**config.mk**
```make
export PLATFORM = sky130hd
export DESIGN_NAME = ej32_cio
export DESIGN_NICKNAME = d
export VERILOG_FILES = /design/src/rtl/ej32_pkg.sv /design/src/rtl/ej32_cio.sv
export SDC_FILE = /design/constraint.sdc
export NUM_CORES = 1
export LEC_CHECK = 0
export CAP_MARGIN = 20
export CORE_MARGIN = 3
export CORE_UTILIZATION = 38
export DETAILED_ROUTE_END_ITERATION = 7
export PLACE_DENSITY = 0.67
export SLEW_MARGIN = 20
export SYNTH_ARGS = -nofsm -noshare
export SYNTH_HDL_FRONTEND = slang
export SYNTH_SLANG_ARGS = --single-unit
```
**constraint.sdc**
```tcl
create_clock -name clk -period 4.2 [get_ports clk]
set_input_delay 1.26 -clock clk [delete_from_list [all_inputs] [get_ports clk]]
set_output_delay 1.26 -clock clk [all_outputs]
set_load 0.05 [all_outputs]
```
**src/rtl/ej32_pkg.sv**
```systemverilog
// Shared types for the eJ32 console I/O bridge.
// Holds the bridge state encoding and the ASCII line terminators.
// No logic, no latency, no flow control.
package ej32_pkg;

    typedef enum logic [1:0] {
        RX  = 2'd0,
        RUN = 2'd1,
        RD  = 2'd2,
        TX  = 2'd3
    } cio_st_t;

    localparam logic [7:0] ASC_CR = 8'h0d;
    localparam logic [7:0] ASC_LF = 8'h0a;

    // Either terminator ends a line; neither is ever stored in the TIB.
    function automatic logic is_eol(input logic [7:0] b);
        return (b == ASC_CR) || (b == ASC_LF);
    endfunction

endpackage

```
**src/rtl/ej32_cio.sv**
```systemverilog
// Console bridge: host line -> TIB, release core, drain OBUF -> host.
// Latency: TIB write in the rx handshake cycle; core_done to first tx_vld 2 cycles; 2 cycles/byte out.
// Backpressure: rx_rdy only in RX; tx_vld holds with stable tx_dat until tx_rdy.
module ej32_cio
    import ej32_pkg::*;
#(
    parameter int TIB     = 'h1000,
    parameter int OBUF    = 'h1400,
    parameter int ASZ     = 17,
    parameter int TIB_SZ  = 256,
    parameter int OBUF_SZ = 1024
) (
    input  logic                       clk,
    input  logic                       rst_n,
    input  logic                       rx_vld,
    output logic                       rx_rdy,
    input  logic [7:0]                 rx_dat,
    output logic                       tx_vld,
    input  logic                       tx_rdy,
    output logic [7:0]                 tx_dat,
    output logic                       mem_own,
    output logic                       mem_we,
    output logic [ASZ-1:0]             mem_a,
    output logic [7:0]                 mem_vi,
    input  logic [7:0]                 mem_vo,
    output logic                       core_go,
    input  logic                       core_done,
    input  logic [$clog2(OBUF_SZ):0]   ob_len,
    output logic [$clog2(TIB_SZ):0]    tib_len,
    output logic                       ovf
);

    localparam int IW = $clog2(TIB_SZ) + 1;
    localparam int OW = $clog2(OBUF_SZ) + 1;

    localparam logic [ASZ-1:0] TIB_A    = ASZ'(TIB);
    localparam logic [ASZ-1:0] OBUF_A   = ASZ'(OBUF);
    localparam logic [IW-1:0]  TIB_FULL = IW'(TIB_SZ);
    localparam logic [IW-1:0]  IDX_ONE  = IW'(1);
    localparam logic [OW-1:0]  OBUF_MAX = OW'(OBUF_SZ);
    localparam logic [OW-1:0]  K_ONE    = OW'(1);

    cio_st_t        st;
    cio_st_t        st_nx;
    logic [IW-1:0]  idx;
    logic [IW-1:0]  idx_inc;
    logic [OW-1:0]  k;
    logic [OW-1:0]  k_inc;
    logic [OW-1:0]  len;
    logic [OW-1:0]  len_cap;
    logic           rx_hs;
    logic           rx_wr;
    logic           line_end;
    logic           line_full;
    logic           last_byte;

    // Handshake decode and line/run bookkeeping conditions.
    always_comb begin
        idx_inc   = idx + IDX_ONE;
        k_inc     = k + K_ONE;
        rx_hs     = (st == RX) && rx_vld;
        // Gated by rst_n so an rx byte arriving during reset never strobes the SRAM.
        rx_wr     = rx_hs && !is_eol(rx_dat) && rst_n;
        line_end  = rx_hs && is_eol(rx_dat) && (idx != '0);
        line_full = rx_wr && (idx_inc == TIB_FULL);
        len_cap   = (ob_len > OBUF_MAX) ? OBUF_MAX : ob_len;
        last_byte = (k_inc == len);
    end

    // State register.
    always_ff @(posedge clk or negedge rst_n) begin
        if (!rst_n) begin
            st <= RX;
        end else begin
            st <= st_nx;
        end
    end

    // Next state and all port-facing outputs, decoded from the current state only
    // (plus the rx byte for the same-cycle TIB write), so mem_own flips on state edges.
    always_comb begin
        st_nx   = st;
        rx_rdy  = 1'b0;
        tx_vld  = 1'b0;
        mem_own = 1'b1;
        mem_we  = 1'b0;
        mem_a   = TIB_A;
        mem_vi  = 8'h00;
        core_go = 1'b0;
        case (st)
            RX: begin
                rx_rdy = 1'b1;
                mem_a  = TIB_A + ASZ'(idx);
                if (rx_wr) begin
                    mem_we = 1'b1;
                    mem_vi = rx_dat;
                end
                if (line_end || line_full) begin
                    st_nx = RUN;
                end
            end
            RUN: begin
                mem_own = 1'b0;
                core_go = 1'b1;
                if (core_done) begin
                    st_nx = (len_cap == '0) ? RX : RD;
                end
            end
            RD: begin
                mem_a = OBUF_A + ASZ'(k);
                st_nx = TX;
            end
            TX: begin
                tx_vld = 1'b1;
                mem_a  = OBUF_A + ASZ'(k);
                if (tx_rdy) begin
                    st_nx = last_byte ? RX : RD;
                end
            end
            default: st_nx = RX;
        endcase
    end

    // Line index, output cursor, line status and the held tx byte.
    always_ff @(posedge clk or negedge rst_n) begin
        if (!rst_n) begin
            idx     <= '0;
            k       <= '0;
            len     <= '0;
            tib_len <= '0;
            ovf     <= 1'b0;
            tx_dat  <= 8'h00;
        end else begin
            case (st)
                RX: begin
                    if (rx_wr) begin
                        idx <= idx_inc;
                    end
                    if (line_end) begin
                        tib_len <= idx;
                        ovf     <= 1'b0;
                    end else if (line_full) begin
                        // Overflow splits the line: the rest of the host bytes start the next one.
                        tib_len <= TIB_FULL;
                        ovf     <= 1'b1;
                    end
                end
                RUN: begin
                    if (core_done) begin
                        len <= len_cap;
                        k   <= '0;
                        // The line has been consumed; the next RX always starts at TIB.
                        idx <= '0;
                    end
                end
                RD: begin
                    tx_dat <= mem_vo;
                end
                TX: begin
                    if (tx_rdy) begin
                        k <= k_inc;
                    end
                end
                default: ;
            endcase
        end
    end

endmodule

```
# After elaboration in Yosys (flattened, before gate mapping)
# Cells that the tools add are included.
# W data, S select, Z words.
# word_totals
register_bits,51
in_bits,32
out_inout_bits,48
elab_cells,70
# op_classes
addsub,4
magnitude_cmp,1
n_eq_ne,11
muxes,26
reduce_logical,21
# ops
operator,n
$mux W9,4
$mux W11,3
$pmux W14 S2,1
$pmux W11 S2,1
$pmux W9 S2,1
$eq A8 B4 Y1 const B,2
$mux W8,2
$add A13 B11 Y14 const A,1
$add A13 B9 Y14 const A,1
$add A11 B1 Y11 const B,1
$eq A11 B11 Y1,1
$gt A11 B11 Y1 const B,1
$logic_not A11 Y1,1
$mux W2,5
$add A9 B1 Y9 const B,1
$eq A9 B9 Y1 const B,1
$reduce_and A3 Y1,3
$reduce_bool A9 Y1,1
$mux W1,8
$pmux W2 S4,1
$logic_and A1 B1 Y1,6
$ne A2 B2 Y1 const B,3
$reduce_bool A2 Y1,3
$eq A2 B2 Y1 const B,2
other kinds (7),9

# Longest topological paths before layout
# Gate-level depths: netlist (run 1).
# logic_depth
depth_word,9
depth_mapped,8
mapped_depth_nobuf,6

# Worst setup path after synthesis (run 1)
# No wires, ideal clock.
# synth_timing
path_type,input port to output port
from,input rx_dat[2]
to,output mem_vi[0]
t_arrival_ns,3.127
required_time_ns,2.940
path_slack_ns,-0.187
stages,6
n_path_buf,1
path_cell_list,and3b_1 > o211a_1 > or2_4 > inv_1 > clkbuf_1 > and2_1
# synth_between
elab_chain_len,7
elab_cells_between_ends,8
classes_between,eq/ne (2); mux (2); reduce/logical (4)
# synth_rtl
element,line,source
start: declaration,ej32_cio.sv:17,"input logic [7:0] rx_dat,"
$eq A8 B4 Y1,ej32_pkg.sv:18,return (b == ASC_CR) || (b == ASC_LF);
$logic_or A1 B1 Y1 *,ej32_pkg.sv:18,
$logic_not A1 Y1 *,ej32_cio.sv:63,rx_wr = rx_hs && !is_eol(rx_dat) && rst_n;
$logic_and A1 B1 Y1 * (2 in series),ej32_cio.sv:63,
$mux W8 *,ej32_cio.sv:94,if (rx_wr) begin
$mux W8 *,ej32_cio.sv:90,case (st)
end: declaration,ej32_cio.sv:24,"output logic [7:0] mem_vi,"
# Every way passes the cells marked *; elsewhere a longest branch is shown, timed or not.

# Worst setup path after layout (run 1)
# layout_timing
from,input rx_dat[1]
to,output mem_vi[0]
# The elaborated chain is that of the path after synthesis.

==> flow_summary_export.csv, run 1 <==
group,metric,value,unit
placement,dp.cells,502,
floorplan,io_pins,80,
grt,antenna_found_initial,0,
clock_network,numCtsBuffers,5,
detailed_routing,drt_pass1_iterations,5,
power,power.density,484,nW/um2
detailed_routing,route.detailed.drc,0,
logic_synthesis,ys_warn_count,0,
clock_network,clk_pin_slew,0.09,ns
floorplan,start_util,0.394,
layout,fin_cells,512,
logic_synthesis,syn_avg_cell_area,8.92,um2
detailed_routing,ant_nets,0,
sta,finalSetupViolations,0,
power,ir_drop,0.148,mV
clock_network,clock_latency,0.31,ns
placement,postPlaceCellArea,3950,um2
detailed_routing,routed_wl,7.82,mm
setup_path,cp_max_fo,5,
detailed_routing,vias,2817,
clock_network,cts_sinks,51,
sta,slew_violations,0,
sta,relSlewSlack,0.503,
floorplan,num_rows,32,
logic_synthesis,yosys.area.top_type_share,0.417,
layout,fillers,729,
sta,tightest_slew,0.738,ns
sta,skew,0.00995,ns
layout,multiInputGateArea,1630,um2
run,drv_cap,0,
setup_path,end_kind,"primary output",
power,power.total,1970,uW
logic_synthesis,synth_area,3060,um2
sta,fin_tns_setup,0,ns
floorplan,dieHeight,95.7,um
sta,min_period,4.10,ns
setup_path,required,2.94,ns
placement,gp_congestion,0.921,
sta,rsz0062_at_grt,"no",
logic_synthesis,synth_edf_count,0,
grt,grt_max_degree,52,
layout,nets,444,
setup_path,timing.rr.start,"st[0]$_DFFE_PN0P_",
detailed_routing,drt_iter0_markers,235,
clock_network,clockBufferDepth,2,
power,p_leak,0.00165,uW
layout,seqCellArea,1280,um2
logic_synthesis,yosysSeqAreaShare,0.417,
setup_path,worstSetupPathType,"primary input to primary output",
clock_network,cts_hold_buf,0,
layout,area_growth,32.7,%
logic_synthesis,synth_common_cells,"dfrtp_1 (51), o21ai_0 (40), nand2_1 (37)",
logic_synthesis,async_flop_share,1.00,
layout,post-route-cell-area,4060,um2
placement,hpwl,5.88,mm
logic_synthesis,synth_area_leaders,"dfrtp_1 (42%), o21ai_0 (6.5%), nand2_1 (4.5%)",
grt,overflow,0,
clock_network,cts_tree,"built",
setup_path,cp-start-kind,"primary input",
sta,hold_viol,0,
clock_network,root_buffer,"clkbuf_8",
placement,numPortBuffers,74,
status,status,"finished clean",
setup_path,rrSetupSlack,1.74,ns
grt,grt_first_pass_wirelength,12.6,mm
sta,fin_crit_sh,0.975,
detailed_routing,viasPerCell,5.50,
floorplan,core,7770,um2
logic_synthesis,ys_types,54,
setup_path,rr_worst_depth,7,
clock_network,htreeDepth,2,
setup_path,arrival,2.84,ns
min_path,hold_class,"flop to flop",
logic_synthesis,yosysMostFrequentCell,"dfrtp_1",
sta,fmax,0.244,GHz
detailed_routing,wire_per_inst,15.3,um
floorplan,die_w,95.7,um
setup_path,cp-startpoint,"rx_dat[1]",
setup_path,timing.rr.end,"tib_len[0]$_DFFE_PN0P_",
layout,drive_gt1_frac,0.120,
layout,antennaDiodeCount,0,
setup_path,setup.worst_path.end,"mem_vi[0]",
logic_synthesis,synth-seq-cells,51,
grt,grt_pass1_vias,2543,
grt,grt_usage,0.175,
logic_synthesis,synth_cells,343,
logic_synthesis,yosysTopAreaCell,"dfrtp_1",
logic_synthesis,ys.flop_type,"dfrtp_1",
floorplan,die_area,9170,um2
-- per-layer routing --
metal | up-vias | GRT usage | share of wire
met5 | - | 0 | 0
met4 | 0 | 0.0474 | 0.013
met3 | 12 | 0.0281 | 0.067
met2 | 100 | 0.283 | 0.47
met1 | 1356 | 0.243 | 0.45
li1 | 1349 | - | -
-- final cells by class --
class,instances,share of cell area
clock inverters,3,0.00462
multi-input cells,258,0.400
flip-flops and latches,51,0.314
repair buffers,85,0.224
clock buffers,5,0.0169
inverters,7,0.00739
repair inverters,1,0.00185
well taps,102,0.0314
-- how the worst min path moves through the flow --
stage | from | endpoint | cells past startpoint
3_3_place_gp | ovf$_DFFE_PN0P_ | ovf$_DFFE_PN0P_ | 1
4_1_cts | ovf$_DFFE_PN0P_ | ovf$_DFFE_PN0P_ | 1
5_1_grt | tx_dat[3]$_DFFE_PN0P_ | tx_dat[3]$_DFFE_PN0P_ | 1
2_1_floorplan | len[8]$_DFFE_PN0P_ | len[8]$_DFFE_PN0P_ | 2
3_5_place_dp | ovf$_DFFE_PN0P_ | ovf$_DFFE_PN0P_ | 1
6_report | ovf$_DFFE_PN0P_ | ovf$_DFFE_PN0P_ | 1
-- sequential cells by signal (all words and copies together), names as in the netlist --
| name | flops |
|---|---|
| k | 11 |
| len | 11 |
| idx | 9 |
| tib_len | 9 |
| tx_dat | 8 |
| st | 2 |
| ovf | 1 |
-- layout by cell type, fill, tap and decap left out, types with 6 or more instances in the layout --
master,netlist,routed
nand2b_1,14,14
clkdlybuf4s50_1,0,64
and2_1,13,13
mux2_2,10,10
nor4_1,10,9
nor2b_1,7,7
xor2_1,6,6
nor3_1,7,7
o21ai_0,40,40
buf_4,8,11
nor2_1,15,15
nand2_1,37,37
inv_1,7,6
nand3_1,12,12
buf_12,0,9
a22o_1,13,13
dfrtp_1,51,51
-- critical path: stages --
cell             delay [ns]
clkdlybuf4s50_1        0.48
and3b_1                0.17
o211a_1                0.22
or2_4                  0.28
clkinvlp_4             0.10
and2_1                 0.18
buf_12                 0.15
-- through the flow --
step	hold WS (ns)	utilization	worst slack (ns)
2_1_floorplan	0.455	-	0.104
3_3_place_gp	0.481	0.509	0.0445
3_5_place_dp	0.484	0.509	0.0107
4_1_cts	0.507	0.520	0.00433
5_1_grt	0.522	0.523	0.0296
6_report	0.500	0.523	0.103
-- what timing repair did --
item                       4_1_cts  5_1_grt
gates resized for setup          0        3
setup endpoints to repair        0        9
setup buffers                    0        1
-- power breakdown --
| group | switching [uW] | internal, uW | leakage (uW) |
|---|---|---|---|
| sequential | 136 | 603 | 0.000671 |
| combinational | 562 | 381 | 0.000934 |
| clock | 167 | 118 | 0.0000483 |
-- cell families after synthesis --
kind of cell,Yosys count,share of synthesized area
compound gates,89,0.191
other cells,2,0.00245
fa+ha+maj,3,0.0123
flops,51,0.417
xor+xnor,11,0.0315
mux,11,0.0401
simple gates,139,0.248
buf+inv,37,0.0576
Note: power is estimated with default switching activity, not from simulation.
==> run 2, diff against run 1 <==
--- a/config.mk
+++ b/config.mk
@@ -5,6 +5,7 @@
 export SDC_FILE = /design/constraint.sdc
 export NUM_CORES = 1
 export LEC_CHECK = 0
+export ABC_CLOCK_PERIOD_IN_PS = 4200
 export CAP_MARGIN = 20
 export CORE_MARGIN = 3
 export CORE_UTILIZATION = 38
==> results of run 2 <==
Same layout as run 1: the final DEF is identical, and so are final timing and power.
